--- config.mk ---
export PLATFORM = sky130hd
export DESIGN_NAME = rr_arb2_mux_feeder
export DESIGN_NICKNAME = d
export VERILOG_FILES = /design/src/rtl/rr_arb2_mux_feeder_pkg.sv /design/src/rtl/rr_arb2_mux_feeder_core.sv /design/src/rtl/rr_arb2_mux_feeder.sv
export SDC_FILE = /design/constraint.sdc
export NUM_CORES = 1
export LEC_CHECK = 0
export ABC_AREA = 1
export ABC_CLOCK_PERIOD_IN_PS = 2300
export CORE_MARGIN = 8
export CORE_UTILIZATION = 48
export CTS_CLUSTER_DIAMETER = 150
export DETAILED_ROUTE_END_ITERATION = 8
export PLACE_DENSITY = 0.74
export REMOVE_ABC_BUFFERS = 1
export SLEW_MARGIN = 0
export SYNTH_ARGS = -nofsm -noshare
export SYNTH_HDL_FRONTEND = slang
export SYNTH_HIERARCHICAL = 1
export SYNTH_SLANG_ARGS = --single-unit
export TNS_END_PERCENT = 5
--- constraint.sdc ---
create_clock -name clk -period 2.3 [get_ports clk]
set_input_delay 0.23 -clock clk [delete_from_list [all_inputs] [get_ports clk]]
set_output_delay 0.23 -clock clk [all_outputs]
set_load 0.05 [all_outputs]
--- src/rtl/rr_arb2_mux_feeder_pkg.sv ---
// Shared definitions for the two-channel round-robin mux feeder.
// Purpose : state encodings, default burst parameters and small helpers
//           reused by the arbiter core, the top level, and neighbouring
//           requester/consumer blocks.
// Contents: arbState_e (ST_IDLE/ST_G0/ST_G1), DEFAULT_MAX_BURST,
//           DEFAULT_CNT_W, chState(), gntDecode().
package rr_arb2_mux_feeder_pkg;

  typedef enum logic [1:0] {
    ST_IDLE = 2'd0,
    ST_G0   = 2'd1,
    ST_G1   = 2'd2
  } arbState_e;

  localparam int DEFAULT_MAX_BURST = 4;
  localparam int DEFAULT_CNT_W     = 4;

  // Maps a channel number onto the grant state that serves it.
  function automatic arbState_e chState(input logic ch);
    return ch ? ST_G1 : ST_G0;
  endfunction

  // One-hot grant vector for a state; idle (and any unused code) grants nobody.
  function automatic logic [1:0] gntDecode(input arbState_e st);
    logic [1:0] g;
    g = 2'b00;
    if (st == ST_G0) g = 2'b01;
    if (st == ST_G1) g = 2'b10;
    return g;
  endfunction

endpackage

--- src/rtl/rr_arb2_mux_feeder_core.sv ---
// Round-robin arbitration core for two requesters with burst limiting.
// Purpose : holds the grant state, the "last served" channel and the beat
//           counter; independent of the data width so it can feed other muxes.
// Ports   : clk_i     rising-edge clock
//           rst_i     synchronous active-high reset
//           req_i     per-channel request
//           gnt_o     one-hot grant decoded from the state register
//           beat_o    a beat happens this cycle (granted channel requesting)
//           beatCh_o  channel owning the current grant (valid with beat_o)
module rr_arb2_mux_feeder_core
  import rr_arb2_mux_feeder_pkg::*;
#(
  parameter int MAX_BURST = DEFAULT_MAX_BURST,
  parameter int CNT_W     = DEFAULT_CNT_W
) (
  input  logic       clk_i,
  input  logic       rst_i,
  input  logic [1:0] req_i,
  output logic [1:0] gnt_o,
  output logic       beat_o,
  output logic       beatCh_o
);

  localparam logic [CNT_W-1:0] CNT_LAST = CNT_W'(MAX_BURST - 1);

  arbState_e        state_q, state_d;
  logic             last_q, last_d;
  logic [CNT_W-1:0] cnt_q, cnt_d;

  logic curCh;
  logic ownReq;
  logic otherReq;

  // State, last-served channel and burst counter registers.
  // last resets to 1 so channel 0 wins the very first tie.
  always_ff @(posedge clk_i) begin
    if (rst_i) begin
      state_q <= ST_IDLE;
      last_q  <= 1'b1;
      cnt_q   <= '0;
    end else begin
      state_q <= state_d;
      last_q  <= last_d;
      cnt_q   <= cnt_d;
    end
  end

  // Next-state logic. A granted channel keeps the grant while it requests;
  // at the burst limit it yields only if the other side is waiting, otherwise
  // the counter simply wraps and the grant continues.
  always_comb begin
    state_d  = state_q;
    last_d   = last_q;
    cnt_d    = cnt_q;
    curCh    = (state_q == ST_G1);
    ownReq   = req_i[curCh];
    otherReq = req_i[!curCh];

    case (state_q)
      ST_IDLE: begin
        cnt_d = '0;
        if (req_i == 2'b11)  state_d = chState(!last_q);
        else if (req_i[0])   state_d = ST_G0;
        else if (req_i[1])   state_d = ST_G1;
      end
      ST_G0, ST_G1: begin
        if (!ownReq) begin
          cnt_d   = '0;
          state_d = otherReq ? chState(!curCh) : ST_IDLE;
        end else if (cnt_q != CNT_LAST) begin
          cnt_d = cnt_q + CNT_W'(1);
        end else begin
          cnt_d = '0;
          if (otherReq) state_d = chState(!curCh);
        end
      end
      default: begin
        state_d = ST_IDLE;
        cnt_d   = '0;
      end
    endcase

    // Remember who was granted on every fresh entry into a grant state.
    if (state_d != state_q && state_d != ST_IDLE) begin
      last_d = (state_d == ST_G1);
    end
  end

  assign gnt_o    = gntDecode(state_q);
  assign beat_o   = ownReq && (state_q != ST_IDLE);
  assign beatCh_o = curCh;

endmodule

--- src/rtl/rr_arb2_mux_feeder.sv ---
// Two-channel round-robin arbiter feeding a 2:1 single-bit vector mux.
// Purpose : grants one requester at a time (burst limited), registers each
//           granted beat and presents an aligned select/data/valid triple
//           one cycle after the beat.
// Ports   : clk      rising-edge clock
//           rst      synchronous active-high reset
//           req[1:0] per-channel request
//           din[1:0] per-channel data bit, used only on that channel's beat
//           gnt[1:0] one-hot grant, 00 when idle
//           s        mux select (1 = channel 1)
//           a[1:0]   mux data; beat bit at a[s], the other bit 0
//           y_valid  a/s carry a valid beat
module rr_arb2_mux_feeder
  import rr_arb2_mux_feeder_pkg::*;
#(
  parameter int MAX_BURST = DEFAULT_MAX_BURST,
  parameter int CNT_W     = DEFAULT_CNT_W
) (
  input  logic       clk,
  input  logic       rst,
  input  logic [1:0] req,
  input  logic [1:0] din,
  output logic [1:0] gnt,
  output logic       s,
  output logic [1:0] a,
  output logic       y_valid
);

  logic       beat;
  logic       beatCh;

  logic       yValid_q, yValid_d;
  logic       s_q, s_d;
  logic [1:0] a_q, a_d;

  rr_arb2_mux_feeder_core #(
    .MAX_BURST (MAX_BURST),
    .CNT_W     (CNT_W)
  ) uCore (
    .clk_i    (clk),
    .rst_i    (rst),
    .req_i    (req),
    .gnt_o    (gnt),
    .beat_o   (beat),
    .beatCh_o (beatCh)
  );

  // Beat capture. Only the granted channel's din bit is ever selected, so an
  // unknown value on the idle channel cannot leak into a. Without a beat the
  // select/data hold and only valid drops.
  always_comb begin
    yValid_d = 1'b0;
    s_d      = s_q;
    a_d      = a_q;
    if (beat) begin
      yValid_d = 1'b1;
      s_d      = beatCh;
      a_d      = beatCh ? {din[1], 1'b0} : {1'b0, din[0]};
    end
  end

  // Output registers; reset drops any in-flight beat.
  always_ff @(posedge clk) begin
    if (rst) begin
      yValid_q <= 1'b0;
      s_q      <= 1'b0;
      a_q      <= 2'b00;
    end else begin
      yValid_q <= yValid_d;
      s_q      <= s_d;
      a_q      <= a_d;
    end
  end

  assign y_valid = yValid_q;
  assign s       = s_q;
  assign a       = a_q;

endmodule
==> run_results.csv <==
group,metric,value,unit
outcome,status,"finished, final reports clean",
timing,timing.fmax,462.1,MHz
power,p_comb_share,42.6,%
critical_path,slowest_delay,850,ps
power,p_leak,0.3390,nW
floorplan,rows,13,
clock_tree,root_buffer,"clkbuf_4",
global_route,antenna_found_initial,0,
layout,nFillCells,121,
routing,viasPerCell,4.632,
clock_tree,cts.sinks,11,
global_route,grt_pass1_vias,590,
synth,synth_top_cell_by_area,"dfxtp_1",
min_path,hold_depth,1,
global_route,grt_use_total,11.24,%
critical_path,path_class,"register to output pin",
timing,fin_tns_setup,0,ps
synth,synth-edff-count,0,
timing,period_share,94.10,%
synth,synthMostInstantiatedCell,"nand2_1",
floorplan,core_area,0.001269,sq mm
synth,yosys_warnings,6,
synth,synth_seq_cells,11,
routing,drt-total-wl,1254,um
clock_tree,hold_buffers,0,
critical_path,critPathLaunchType,"register",
synth,ys_seq_area_share,34.58,%
layout,post-route-util,61.83,%
critical_path,end_kind,"output pin",
power,pwr-share-seq,36.7,%
routing,drt_iter0_markers,11,
power,p_per_area,794.6,mW/mm^2
routing,drc,0,
synth,synthCells,88,
routing,first_pass_iters,4,
critical_path,worst_r2r_path_depth,15,
critical_path,crit_slowest_cell,"clkdlybuf4s50_1",
place,dp_slack,364.0,ps
layout,antennaDiodeCount,0,
critical_path,worstPathCellList,"inv_1, ha_1, clkdlybuf4s50_1",
layout,drive_gt1_share,16.67,%
floorplan,die_x,52.43,um
floorplan,dieArea,0.002748,sq mm
floorplan,num_io_pins,12,
clock_tree,worstSkewPairLatency,260,ps
critical_path,critPathMaxFanout,6,
floorplan,start_util,50.20,%
synth,ys_top_cells_by_count,"nand2_1, dfxtp_1, inv_1, nor2_1",
synth,synth_area,636.9,sq um
routing,avgRoutedWirePerCell,10.72,um
power,p_total,0.6233,mW
job,max_cap_viol_count,0,
timing,rsz0062_at_grt,"no",
timing,skew,5.481,ps
clock_tree,cts_tree,"built",
place,io_buffer_count,11,
min_path,hold_start,"uCore/cnt_q[0]",
synth,synth_top_area_share,34.58,%
clock_tree,post_cts_buffers,0,
power,clockPowerShare,20.7,%
global_route,gr-total-overflow,0,
critical_path,critPathTopFamily,"buffers and inverters",
synth,syn_avg_cell_area,7.237,sq um
power,ir_drop,409.8,uV
global_route,grt_max_degree,9,
timing,slew-limit-headroom,66.18,%
timing,drv_slew,0,
routing,ant_nets,0,
clock_tree,cts_resized,0,
critical_path,cp_data_required_time,2070,ps
min_path,worstHoldEndpoint,"uCore/cnt_q[0]",
timing,finalSetupViolations,0,
layout,num-nets-final,114,
clock_tree,clkTransAtPathRegs,60,ps
timing,finalCriticalPeriod,2164,ps
clock_tree,cts_buffers,3,
critical_path,regToRegSetupSlack,350,ps
timing,layout_setup_ws,135.8,ps
place,dpl.hpwl,1012,um
critical_path,crit_arrival,1930,ps
critical_path,reg2reg_to,"uCore/last_q",
floorplan,fp.dieH,52.43,um
timing,tightest_slew,505.7,ps
synth,synth.distinct_cells,20,
min_path,hold_path_class,"register to register",
synth,async_flop_share,0,%
power,power_switching,0.2477,mW
power,p_sw_share,39.73,%
place,place.gp.congestion,0.8214,
layout,areaGrowthSynthToFinish,23.18,%
critical_path,r2r_start,"uCore/state_q[0]",
timing,whs,448.3,ps
clock_tree,clock_path_buffers,2,
synth,netlist_top_cells_area,"dfxtp_1, nand2_1, ha_1",
global_route,grt_first_pass_wirelength,2415,um
routing,num_vias,542,
clock_tree,cts_max_level,1,
critical_path,critPathBufInv,2,
power,intPower,0.3757,mW
timing,hold_violations,0,
synth,synth_ff_type,"dfxtp_1",
## metrics by stage
stage	instances	instance area, sq um
after floorplan	87	629.4
after global placement	113	758.2
after detailed placement	113	758.2
after CTS	117	784.5
after global routing	117	784.5
final	117	784.5
## power by group through the flow
stage                     registers (mW)  logic, mW  clock network (mW)
after detailed placement           0.233      0.266                   0
after floorplan                    0.250      0.185                   0
after global routing               0.232      0.298               0.148
after global placement             0.232      0.265                   0
final                              0.229      0.265               0.129
after CTS                          0.229      0.267               0.135
## worst reg2reg max path: stages, from the launching register on
cell and delay [ps]:
dfxtp_1 440, inv_1 130, ha_1 310, inv_2 130
nand2_2 50, nand2_1 50, nand2_1 60, nand2_1 60
nand2_1 50, nand2_1 70, nand3_2 80, a21oi_4 170
nor2_1 70, nor2_2 80, nand2_1 70, a21oi_2 100
## how the worst max path moves through the flow
| stage | start | cells past startpoint | slack, ps | endpoint |
|---|---|---|---|---|
| finish | uCore/state_q[0] | 3 | 140 | gnt[1] |
| CTS | uCore/state_q[0] | 3 | 120 | gnt[1] |
| global route | uCore/state_q[0] | 3 | 30 | gnt[1] |
| detailed placement | uCore/state_q[0] | 15 | 360 | uCore/last_q |
| global placement | uCore/state_q[0] | 15 | 380 | uCore/last_q |
| floorplan | uCore/state_q[0] | 17 | 250 | uCore/last_q |
## sequential cells by signal, indices dropped and copies added, names as in the netlist
register,count
a,2
s,1
uCore/cnt_q,4
uCore/last_q,1
uCore/state_q,2
y_valid,1
## final cells by class
class	instances	area, sq um	area share [%]
timing repair buffer	11	110.1	14.04
multi-input combinational	64	364.1	46.41
sequential	11	220.2	28.07
clock buffer	4	26.28	3.349
tap	15	18.77	2.392
inverter	12	45.04	5.742
## cell families (layout without fill, tap and decap cells)
group,count (synthesis),after routing,share of synthesized area [%]
simple gates,48,48,33.60
compound gates,10,10,12.38
flops,11,11,34.58
xor+xnor,1,1,1.375
fa+ha+maj,5,5,9.823
buf+inv,13,27,8.251
## per-layer routing
layer / up-vias / share of wire (%) / wire length (um) / track usage (%)
met5: - / 0 / 0 / 0
met4: 0 / 0.64 / 8 / 5.172
met3: 2 / 4.3 / 54 / 3.409
met2: 13 / 53 / 666 / 19.57
met1: 229 / 42 / 524 / 12.04
li1: 298 / - / - / -
## layout by cell type (no fill, tap or decap), types with 2 or more instances in the layout
master	instances
or2_2	2
nand3_1	4
clkbuf_4	3
inv_1	9
nor2_1	9
inv_2	3
a21oi_1	5
ha_1	5
nand2_2	3
clkdlybuf4s50_1	11
dfxtp_1	11
nand2_1	27
Note: power is estimated with default switching activity, not from simulation.
==> edit, RTL diff (same flow settings) <==
Change the package constant `DEFAULT_CNT_W` from 4 to 6.
--- a/src/rtl/rr_arb2_mux_feeder_pkg.sv
+++ b/src/rtl/rr_arb2_mux_feeder_pkg.sv
@@ -13,7 +13,7 @@
   } arbState_e;
 
   localparam int DEFAULT_MAX_BURST = 4;
-  localparam int DEFAULT_CNT_W     = 4;
+  localparam int DEFAULT_CNT_W     = 6;
 
   // Maps a channel number onto the grant state that serves it.
   function automatic arbState_e chState(input logic ch);
Check against the original RTL: same outputs for any inputs over 10 cycles, from zero or initial values and one cycle with rst high; that may be too few to reach the edited logic, so the function may still have changed.
==> edit against the original RTL <==
Sequential cell count increased by 2. Core utilization down 1.0 points. Worst setup slack better by 0.16 ns. Sequential power rose by 21%. Area after synthesis rose by 20%. Wire length is 17% higher. Global-route usage shrank 1.0 points. Synthesized cell count is 28% higher. Power up 18%. Sequential share of layout area increased by 0.35 points. Critical path depth stayed put. Cell area rose by 17%. Largest power group unchanged.
==> edit: results (changes against the original RTL) <==
grt_pass1_vias: 671  # +14%
fin_crit_sh_pct: 87.1  # -7.0 points
regArea_sq_um: 260  # +18%
critPathMaxStageDelay_ns: 0.69  # -0.16 ns
global_route.usage.met3_pct: 3.20  # -0.21 points
drive_above_1_share_pct: 9.45  # -7.2 points
synth_seq_area_share_pct: 34.1  # -0.48 points
yosys-top-cells-count: "nand2_1 (34), inv_1 (15), dfxtp_1 (13)"
status: "completed"
nets: 140  # +23%
p_leak_nw: 0.427  # +26%
nFillCells: 136  # +12%
synthTopCellsByArea: "dfxtp_1 (34%), nand2_1 (17%), ha_1 (9.8%)"
pre_cts_slack_ns: 0.361  # -0.00288 ns
place.gp.congestion: 0.841  # +2.4%
avgSynthCellArea_sq_um: 6.75  # -6.7%
grt_util_met2_pct: 14.6  # -5.0 points
met1_usage_pct: 13.0  # +0.93 points
dp_hpwl_um: 1170  # +15%
peakVddDrop_v: 0.000452  # +10%
synth_cell_types: 22  # +10%
track_usage_pct: 10.2  # -1.0 points
path_max_fanout: 8  # +2
place_inst: 139  # +23%
wl_per_cell_um: 10.3  # -4.1%
drt-initial-drc-count: 22  # +11
ff2ff_path_depth: 17  # +2
==> edit: where the power goes <==
part | switching, W | leakage (nW) | internal [W]
clock | 0.0000722 | 0.0177 | 0.0000645
combinational | 0.000212 | 0.303 | 0.000112
sequential | 0.0000240 | 0.106 | 0.000253
==> edit: how the worst min path moves through the flow <==
stage                    from              to  slack (ns)
2_1_floorplan             rst            a[0]        0.30
3_3_place_gp   uCore/cnt_q[0]  uCore/cnt_q[0]        0.44
3_5_place_dp   uCore/cnt_q[0]  uCore/cnt_q[0]        0.44
4_1_cts        uCore/cnt_q[0]  uCore/cnt_q[0]        0.45
5_1_grt        uCore/cnt_q[0]  uCore/cnt_q[0]        0.48
6_report       uCore/cnt_q[0]  uCore/cnt_q[0]        0.45
==> edit: cells by family (layout without fill, tap and decap cells) <==
| kind of cell | after synthesis | count (layout) | share of synthesized area (%) |
|---|---|---|---|
| xor+xnor | 1 | 1 | 1.15 |
| flops | 13 | 13 | 34.1 |
| buf+inv | 18 | 32 | 9.34 |
| fa+ha+maj | 6 | 6 | 9.84 |
| simple gates | 64 | 64 | 37.4 |
| compound gates | 11 | 11 | 8.20 |
==> edit: area by class of cell <==
cell class / count / area share (%)
clock buffer: 3 / 2.46
tap: 16 / 2.19
sequential: 13 / 28.4
timing repair buffer: 11 / 12.3
inverter: 17 / 6.97
clock inverter: 1 / 0.546
multi-input combinational: 82 / 47.1
==> edit: layer usage <==
| layer | part of all wire [%] | vias to the layer above |
|---|---|---|
| met5 | 0 | - |
| met2 | 42 | 31 |
| met1 | 47 | 306 |
| met4 | 2.3 | 0 |
| li1 | - | 383 |
| met3 | 8.3 | 5 |
